`config.mk`:
```
export PLATFORM = sky130hd
export DESIGN_NAME = seq_mulx
export DESIGN_NICKNAME = d
export VERILOG_FILES = /design/src/rtl/mul_pkg.sv /design/src/rtl/mul_neg.sv /design/src/rtl/seq_mulx.sv
export SDC_FILE = /design/constraint.sdc
export NUM_CORES = 1
export LEC_CHECK = 0
export CORE_MARGIN = 3
export CORE_UTILIZATION = 60
export CTS_CLUSTER_SIZE = 24
export DETAILED_ROUTE_END_ITERATION = 8
export GPL_TIMING_DRIVEN = 0
export PLACE_DENSITY = 0.83
export SETUP_SLACK_MARGIN = 0.02
export SYNTH_ARGS = -nofsm -noshare
export SYNTH_HDL_FRONTEND = slang
export SYNTH_HIERARCHICAL = 1
export SYNTH_SLANG_ARGS = --single-unit
```
`constraint.sdc`:
```
create_clock -name clk_i -period 7.5 [get_ports clk_i]
set_input_delay 0.75 -clock clk_i [delete_from_list [all_inputs] [get_ports clk_i]]
set_output_delay 0.75 -clock clk_i [all_outputs]
set_load 0.005 [all_outputs]
```
`src/rtl/mul_pkg.sv`:
```
`default_nettype none
// +----------------------------------------------------------------------+
// | mul_pkg : shared op and state encodings for the sequential multiplier |
// | Rev 1.0                                                               |
// +----------------------------------------------------------------------+
package mul_pkg;

    typedef enum logic [1:0] {
        OP_MUL    = 2'b00,
        OP_MULH   = 2'b01,
        OP_MULHSU = 2'b10,
        OP_MULHU  = 2'b11
    } mul_op_e;

    typedef enum logic [1:0] {
        ST_IDLE = 2'b00,
        ST_CALC = 2'b01,
        ST_FIX  = 2'b10,
        ST_DONE = 2'b11
    } mul_state_e;

    function automatic logic op_a_signed(input mul_op_e op);
        return (op == OP_MULH) || (op == OP_MULHSU);
    endfunction

    function automatic logic op_b_signed(input mul_op_e op);
        return (op == OP_MULH);
    endfunction

endpackage
`default_nettype wire

```
`src/rtl/mul_neg.sv`:
```
`default_nettype none
// +----------------------------------------------------------------------+
// | mul_neg : conditional two's complement negation of a WIDTH-bit word   |
// | Rev 1.0                                                               |
// +----------------------------------------------------------------------+
module mul_neg #(
    parameter int WIDTH = 32
) (
    input  logic [WIDTH-1:0] i_data,
    input  logic             i_neg,
    output logic [WIDTH-1:0] o_data
);

    assign o_data = i_neg ? (-i_data) : i_data;

endmodule
`default_nettype wire

```
`src/rtl/seq_mulx.sv`:
```
`default_nettype none
// +----------------------------------------------------------------------+
// | seq_mulx : radix-2 sequential multiplier, MUL/MULH/MULHSU/MULHU       |
// | Rev 1.0                                                               |
// +----------------------------------------------------------------------+
module seq_mulx
    import mul_pkg::*;
#(
    parameter int XLEN      = 32,
    parameter int ZERO_SKIP = 1
) (
    input  logic            clk_i,
    input  logic            rst_i,
    input  logic            valid_i,
    output logic            ready_o,
    input  logic [1:0]      op_i,
    input  logic [XLEN-1:0] a_i,
    input  logic [XLEN-1:0] b_i,
    input  logic            kill_i,
    output logic            valid_o,
    input  logic            ready_i,
    output logic [XLEN-1:0] result_o
);

    localparam int c_CNT_W = $clog2(XLEN);
    localparam int c_ACC_W = 2 * XLEN + 1;

    mul_state_e           r_state;
    mul_state_e           w_next_state;
    mul_op_e              r_op;
    logic                 r_neg;
    logic [XLEN-1:0]      r_mcand;
    logic [c_ACC_W-1:0]   r_acc;
    logic [c_CNT_W-1:0]   r_cnt;

    mul_op_e              w_op;
    logic                 w_a_neg;
    logic                 w_b_neg;
    logic [XLEN-1:0]      w_a_mag;
    logic [XLEN-1:0]      w_b_mag;
    logic                 w_zero;
    logic                 w_accept;
    logic                 w_last;
    logic [XLEN:0]        w_sum;
    logic [c_ACC_W-1:0]   w_acc_shift;
    logic [2*XLEN-1:0]    w_acc_fix;

    assign w_op     = mul_op_e'(op_i);
    assign w_a_neg  = op_a_signed(w_op) & a_i[XLEN-1];
    assign w_b_neg  = op_b_signed(w_op) & b_i[XLEN-1];
    assign w_zero   = (ZERO_SKIP != 0) && ((a_i == '0) || (b_i == '0));
    assign ready_o  = (r_state == ST_IDLE) || ((r_state == ST_DONE) && ready_i);
    assign w_accept = valid_i & ready_o & ~kill_i;
    assign w_last   = (r_cnt == c_CNT_W'(XLEN - 1));

    mul_neg #(.WIDTH(XLEN)) u_neg_a (
        .i_data (a_i),
        .i_neg  (w_a_neg),
        .o_data (w_a_mag)
    );

    mul_neg #(.WIDTH(XLEN)) u_neg_b (
        .i_data (b_i),
        .i_neg  (w_b_neg),
        .o_data (w_b_mag)
    );

    mul_neg #(.WIDTH(2 * XLEN)) u_neg_fix (
        .i_data (r_acc[2*XLEN-1:0]),
        .i_neg  (r_neg),
        .o_data (w_acc_fix)
    );

    // Upper half never exceeds XLEN bits before the add, so the sum fits XLEN+1.
    assign w_sum       = r_acc[c_ACC_W-1:XLEN] + (r_acc[0] ? {1'b0, r_mcand} : '0);
    assign w_acc_shift = {1'b0, w_sum, r_acc[XLEN-1:1]};

    always_comb begin
        w_next_state = r_state;
        case (r_state)
            ST_IDLE, ST_DONE: begin
                if (w_accept) begin
                    w_next_state = w_zero ? ST_DONE : ST_CALC;
                end else if ((r_state == ST_DONE) && ready_i) begin
                    w_next_state = ST_IDLE;
                end
            end
            ST_CALC: begin
                if (w_last) begin
                    w_next_state = ST_FIX;
                end
            end
            ST_FIX:  w_next_state = ST_DONE;
            default: w_next_state = ST_IDLE;
        endcase
        if (kill_i) begin
            w_next_state = ST_IDLE;
        end
    end

    always_ff @(posedge clk_i) begin
        if (rst_i) begin
            r_state <= ST_IDLE;
            r_op    <= OP_MUL;
            r_neg   <= 1'b0;
            r_mcand <= '0;
            r_acc   <= '0;
            r_cnt   <= '0;
        end else begin
            r_state <= w_next_state;
            if (w_accept) begin
                r_op    <= w_op;
                r_neg   <= w_a_neg ^ w_b_neg;
                r_mcand <= w_a_mag;
                r_cnt   <= '0;
                r_acc   <= w_zero ? '0 : {{(XLEN + 1){1'b0}}, w_b_mag};
            end else if (r_state == ST_CALC) begin
                r_acc <= w_acc_shift;
                r_cnt <= r_cnt + 1'b1;
            end else if (r_state == ST_FIX) begin
                r_acc <= {1'b0, w_acc_fix};
            end
        end
    end

    always_comb begin
        valid_o  = (r_state == ST_DONE);
        result_o = '0;
        if (r_state == ST_DONE) begin
            result_o = (r_op == OP_MUL) ? r_acc[XLEN-1:0] : r_acc[2*XLEN-1:XLEN];
        end
    end

endmodule
`default_nettype wire
```
Yosys cells after proc, flatten, opt, wreduce, memory -nomap -nowiden
Cells that the tools add are included.
{"block": "op_classes", "add_sub_neg": 5, "eq_ne": 8, "n_mux": 15, "n_bitwise": 6, "reduce_logical": 15}
{"op": "$mux 65", "count": 3}
{"op": "$mux 32", "count": 6}
{"op": "$logic_not 32->1", "count": 2}
{"op": "$mux 64", "count": 1}
{"op": "$neg 32->32", "count": 2}
{"op": "$neg 64->64", "count": 1}
{"op": "$add 33x32->33", "count": 1}
{"op": "$mux 2", "count": 4}
{"op": "$eq 2x2->1 const B", "count": 3}
{"op": "$pmux 2 s3", "count": 1}
{"op": "$reduce_bool 3->1", "count": 2}
{"op": "$reduce_or 2->1", "count": 3}
{"op": "$add 5x1->5 const B", "count": 1}
{"op": "$eq 5x5->1 const B", "count": 1}
{"op": "$and 1x1->1", "count": 4}
{"op": "$eq 2x1->1 const B", "count": 2}
{"op": "$logic_not 2->1", "count": 2}
{"op": "$reduce_and 2->1", "count": 2}
{"op": "$logic_or 1x1->1", "count": 3}
{"op": "$ne 3x3->1 const B", "count": 1}
{"op": "$ne 2x2->1 const B", "count": 1}
{"op": "$logic_and 1x1->1", "count": 1}
{"op": "$not 1->1", "count": 1}
{"op": "$xor 1x1->1", "count": 1}
{"block": "word_totals", "reg_bits": 107, "in_bits": 71, "output_inout_bits": 34, "elab_cells": 56}

Longest topological paths before layout
{"block": "depth", "word_depth": 7, "depth_mapped": 12, "mapped_depth_nobuf": 11}

By module
Netlist, hierarchy kept.
{"module": "seq_mulx", "instances": 1, "cells_per_inst": 1012, "area_per_inst_um2": 7495.9, "seq_area_each_um2": 2122.0}
{"module": "mul_neg at u_neg_a ...", "instances": 2, "cells_per_inst": 108, "area_per_inst_um2": 767.0, "seq_area_each_um2": 0.0}
{"module": "mul_neg at u_neg_fix", "instances": 1, "cells_per_inst": 198, "area_per_inst_um2": 1453.9, "seq_area_each_um2": 0.0}

Least setup slack after synthesis
No wires, ideal clock.
{"block": "synth_timing", "path_kind": "register to register", "from": "register r_acc[40]", "to": "register r_acc[63]", "setup_time_ps": 122, "arrival_ps": 2828, "required_time_ps": 7378, "slack_ps": 4550, "path_stages_with_launch": 9, "n_path_buf": 0, "period_less_slack_ps": 2950, "cell_sequence": "dfxtp_1 > or4_4 > or4_4 > or4_4 > o41ai_2 > xnor2_1 > a21oi_1 > nor4_1 > a221o_1"}
{"block": "synth_between", "elab_chain_cells": 5, "word_cells_on_any_way": 6, "classes_between": "add/sub: 2; mux: 4"}
{"item": "from (decl)", "line": "seq_mulx.sv:33", "text": "logic [c_ACC_W-1:0] r_acc;"}
{"item": "from (signal assigned)", "line": "seq_mulx.sv:116", "text": "r_acc <= w_zero ? '0 : {{(XLEN + 1){1'b0}}, w_b_mag};"}
{"item": "from (signal assigned)", "line": "seq_mulx.sv:118", "text": "r_acc <= w_acc_shift;"}
{"item": "from (signal assigned)", "line": "seq_mulx.sv:121", "text": "r_acc <= {1'b0, w_acc_fix};"}
{"item": "$neg 64->64", "line": "mul_neg.sv:14", "text": "assign o_data = i_neg ? (-i_data) : i_data;"}
{"item": "$mux 64", "line": "mul_neg.sv:14"}
{"item": "named net w_acc_fix[63]", "line": "seq_mulx.sv:46", "text": "logic [2*XLEN-1:0] w_acc_fix;"}
{"item": "$mux 65", "line": "seq_mulx.sv:120", "text": "end else if (r_state == ST_FIX) begin"}
{"item": "$mux 65", "line": "seq_mulx.sv:117", "text": "end else if (r_state == ST_CALC) begin"}
{"item": "$mux 65", "line": "seq_mulx.sv:111", "text": "if (w_accept) begin"}
The timed path passes the listed nets, and every way through them passes these cells. The select of a mux whose other input is x is not followed.
A chain may end at the register's enable or synchronous reset.

Worst setup path in the final report
{"block": "layout_timing", "from": "register r_acc[0]", "to": "register r_acc[61]"}
{"block": "layout_between", "elab_chain_cells": 5, "word_cells_on_any_way": 7, "classes_between": "add/sub: 2; mux: 5"}
{"item": "$neg 64->64", "line": "mul_neg.sv:14"}
{"item": "$mux 64", "line": "mul_neg.sv:14"}
{"item": "$mux 65", "line": "seq_mulx.sv:120"}
{"item": "$mux 65 (*)", "line": "seq_mulx.sv:117"}
{"item": "$mux 65 (*)", "line": "seq_mulx.sv:111"}
Every way passes the cells marked *; elsewhere a longest branch is shown, timed or not. The select of a mux whose other input is x is not followed.

==> impl_metrics.tcl <==
set metrics [dict create \
    p_leak_nw 4.03 \
    wl_per_cell_um 20.7 \
    crit_path_start_kind "flop" \
    layout.nets 1654 \
    fp.dieArea_um2 19100 \
    worstSkewPairLatency_ns 0.37 \
    ys_seq_area_frac 0.202 \
    drv_cap 0 \
    core_area_um2 16800 \
    grt_overflow_total 0 \
    io_pins 105 \
    place_congestion 1.02 \
    synth_most_common_cell "nand2_1" \
    ys_warn_count 6 \
    placed_cell_area_um2 11800 \
    period_share 0.503 \
    finalHoldViolations 0 \
    max_clock_freq_mhz 265 \
    antenna_found_initial 0 \
    fin_util 0.720 \
    cts_root_buffer "clkbuf_16" \
    critPathSlowestCell "dfxtp_1" \
    wl_met1_um 15200 \
    met2WireLength_um 15800 \
    worstMarginPinSlew_ns 0.964 \
    hpwl_um 28500 \
    area_growth_pct 15.5 \
    synth_common_cells "nand2_1, xnor2_1, dfxtp_1" \
    synth_nets 1540 \
    synth_area_per_cell_um2 7.35 \
    vias_per_cell 6.67 \
    grt_pass1_vias 10400 \
    timing.critical_path.to_type "flop" \
    arrival_ns 4.02 \
    first_pass_iters 9 \
    diodes 0 \
    status "complete, no violations" \
    drc 0 \
    detail-route-antenna-nets 0 \
    ys_top_cells_by_area "dfxtp_1, xnor2_1, nand2_1, ha_1, o21ai_0" \
    crit_family "compound AO/OA/AOI/OAI gates" \
    p_total_mw 1.57 \
    slew_viol_final 0 \
    start_util 0.623 \
    cts_tree "done" \
    cts_made_buffers 9 \
    drive_above_1_share 0.0421 \
    grt_usage 0.359 \
    seq_area_um2 2120 \
    final_area_um2 12100 \
    dieHeight_um 138 \
    ctsHoldBuffers 0 \
    grt_pass1_wl_um 56200 \
    ys.flop_type "dfxtp_1" \
    drt_iter0_markers 1769 \
    cp-startpoint "r_acc[0]$_SDFFE_PP0P_" \
    timing.hold.ws_ns 0.453 \
    setup_violations 0 \
    post-place-ws_ns 3.83 \
    synth_area_um2 10500 \
    powerDensity_nw_per_um2 130 \
    wl_met3_um 4450 \
    grt_max_degree 21 \
    row_count 47 \
    timing_worst_setup_path_type "flop to flop" \
    multi_input_area_um2 7860 \
    fin_setup_tns_ns 0 \
    synthArstFlopShare 0 \
    maxSlewHeadroom 0.348 \
    die_w_um 138 \
    synth_cells 1426 \
    portBuffers 103 \
    cts.clk_slew.worst_paths_ns 0.08 \
    path_buf_inv 2 \
    synth_top_area_cell "dfxtp_1" \
    rsz0062_at_grt "no" \
    synth_top_area_frac 0.202 \
    ys_types 78 \
    fin_crit_ns 3.77 \
    numClockSinks 106 \
    dr_total_vias 11800 \
    post_cts_resized 0 \
    synth_edf_count 0 \
    hold_path_class "flop to flop" \
    r2r-start "r_acc[0]$_SDFFE_PP0P_" \
    synth_seq_cells 106 \
    routed.top_layer "met4" \
    dp_cells 1749 \
    nFillCells 1401 \
    h-tree-depth 3 \
    final_cell_count_no_fill 1765 \
    crit_path_cell_trace "clkbuf_1 > and2_1 > ha_1 > fa_1 > a21o_2 > a31oi_1 > or3_1 > buf_6 > a2111oi_4 > nor3_2 > a21oi_1 > o311a_1" \
    clock_skew_ns 0.0120 \
    cp_data_required_time_ns 7.75 \
    wirelength_um 36600 \
    hp-start "r_mcand[24]$_SDFFE_PP0P_" \
    cts.path.max_buffers 2 \
    setup_ws_ns 3.73 \
    cts_setup_buffers 0 \
    peakVddDrop_mv 0.105 \
    crit_fanout 10 \
    slowest_delay_ns 0.46 \
]
layer usage:
| metal | global-route usage | up-vias |
|---|---|---|
| met5 | 0 | - |
| met4 | 0.116 | 0 |
| met3 | 0.0618 | 101 |
| met2 | 0.547 | 707 |
| met1 | 0.516 | 5479 |
| li1 | - | 5479 |
layout by cell type (no fill, tap or decap), drive strengths merged, types with 6 or more instances in the layout:
master and n:
clkdlybuf4s50 103, xnor2 127, o22ai 9, o21ai 89, nand3b 6, o211ai 7, buf 19, ha 42
or2 10, mux2i 40, or3 24, nand4 20, o31ai 38, nor3 16, nand2 230, nand2b 16
clkbuf 88, o41ai 40, a21boi 36, inv 28, nor2 84, a21oi 81, dfxtp 106, or4 27
nor4 31, nand3 22, a211oi 19, and2 36, a22oi 46, a21o 11, xor2 14, nor2b 16
report_power, final:
part           leakage (nW)  switching [mW]  total [mW]  internal [mW]
sequential            0.862          0.0336       0.621          0.587
clock                 0.156           0.250       0.519          0.270
combinational          3.01           0.258       0.430          0.172
kinds of logic after synthesis:
kind of cell	synth area share
muxes	0.0393
and+or+nand+nor	0.267
adders and majority gates	0.0520
DFF	0.202
AOI/OAI and AO/OA	0.274
buffers and inverters	0.0476
xor gates and xnor gates	0.118
final timing paths:
path                         endpoint  slack (ns)  cells after the start
max reg2reg    r_acc[61]$_SDFFE_PP0P_        3.73                     12
max            r_acc[61]$_SDFFE_PP0P_        3.73                     12
min          r_mcand[24]$_SDFFE_PP0P_        0.45                      2
min reg2reg  r_mcand[24]$_SDFFE_PP0P_        0.45                      2
flip-flops by register name, indices dropped and copies added, names as in the netlist:
name and cells:
r_acc 64, r_neg 1, r_cnt 5, r_mcand 32, r_op 2, r_state 2
tightest hold or removal path: cells and delay by family (launching register included):
family	cells	cell delay, ns
AND/OR/NAND/NOR	1	0.05
flip-flops	1	0.31
AO/OA/AOI/OAI	1	0.05
area by class of cell:
cell class	count	share of cell area
clock buffer	9	0.0186
buffer	98	0.0341
sequential	106	0.175
inverter	23	0.00713
tap	220	0.0227
multi-input combinational	1199	0.650
clock inverter	7	0.00744
timing repair buffer	103	0.0852
No activity file was read; power rests on OpenSTA's default activity.
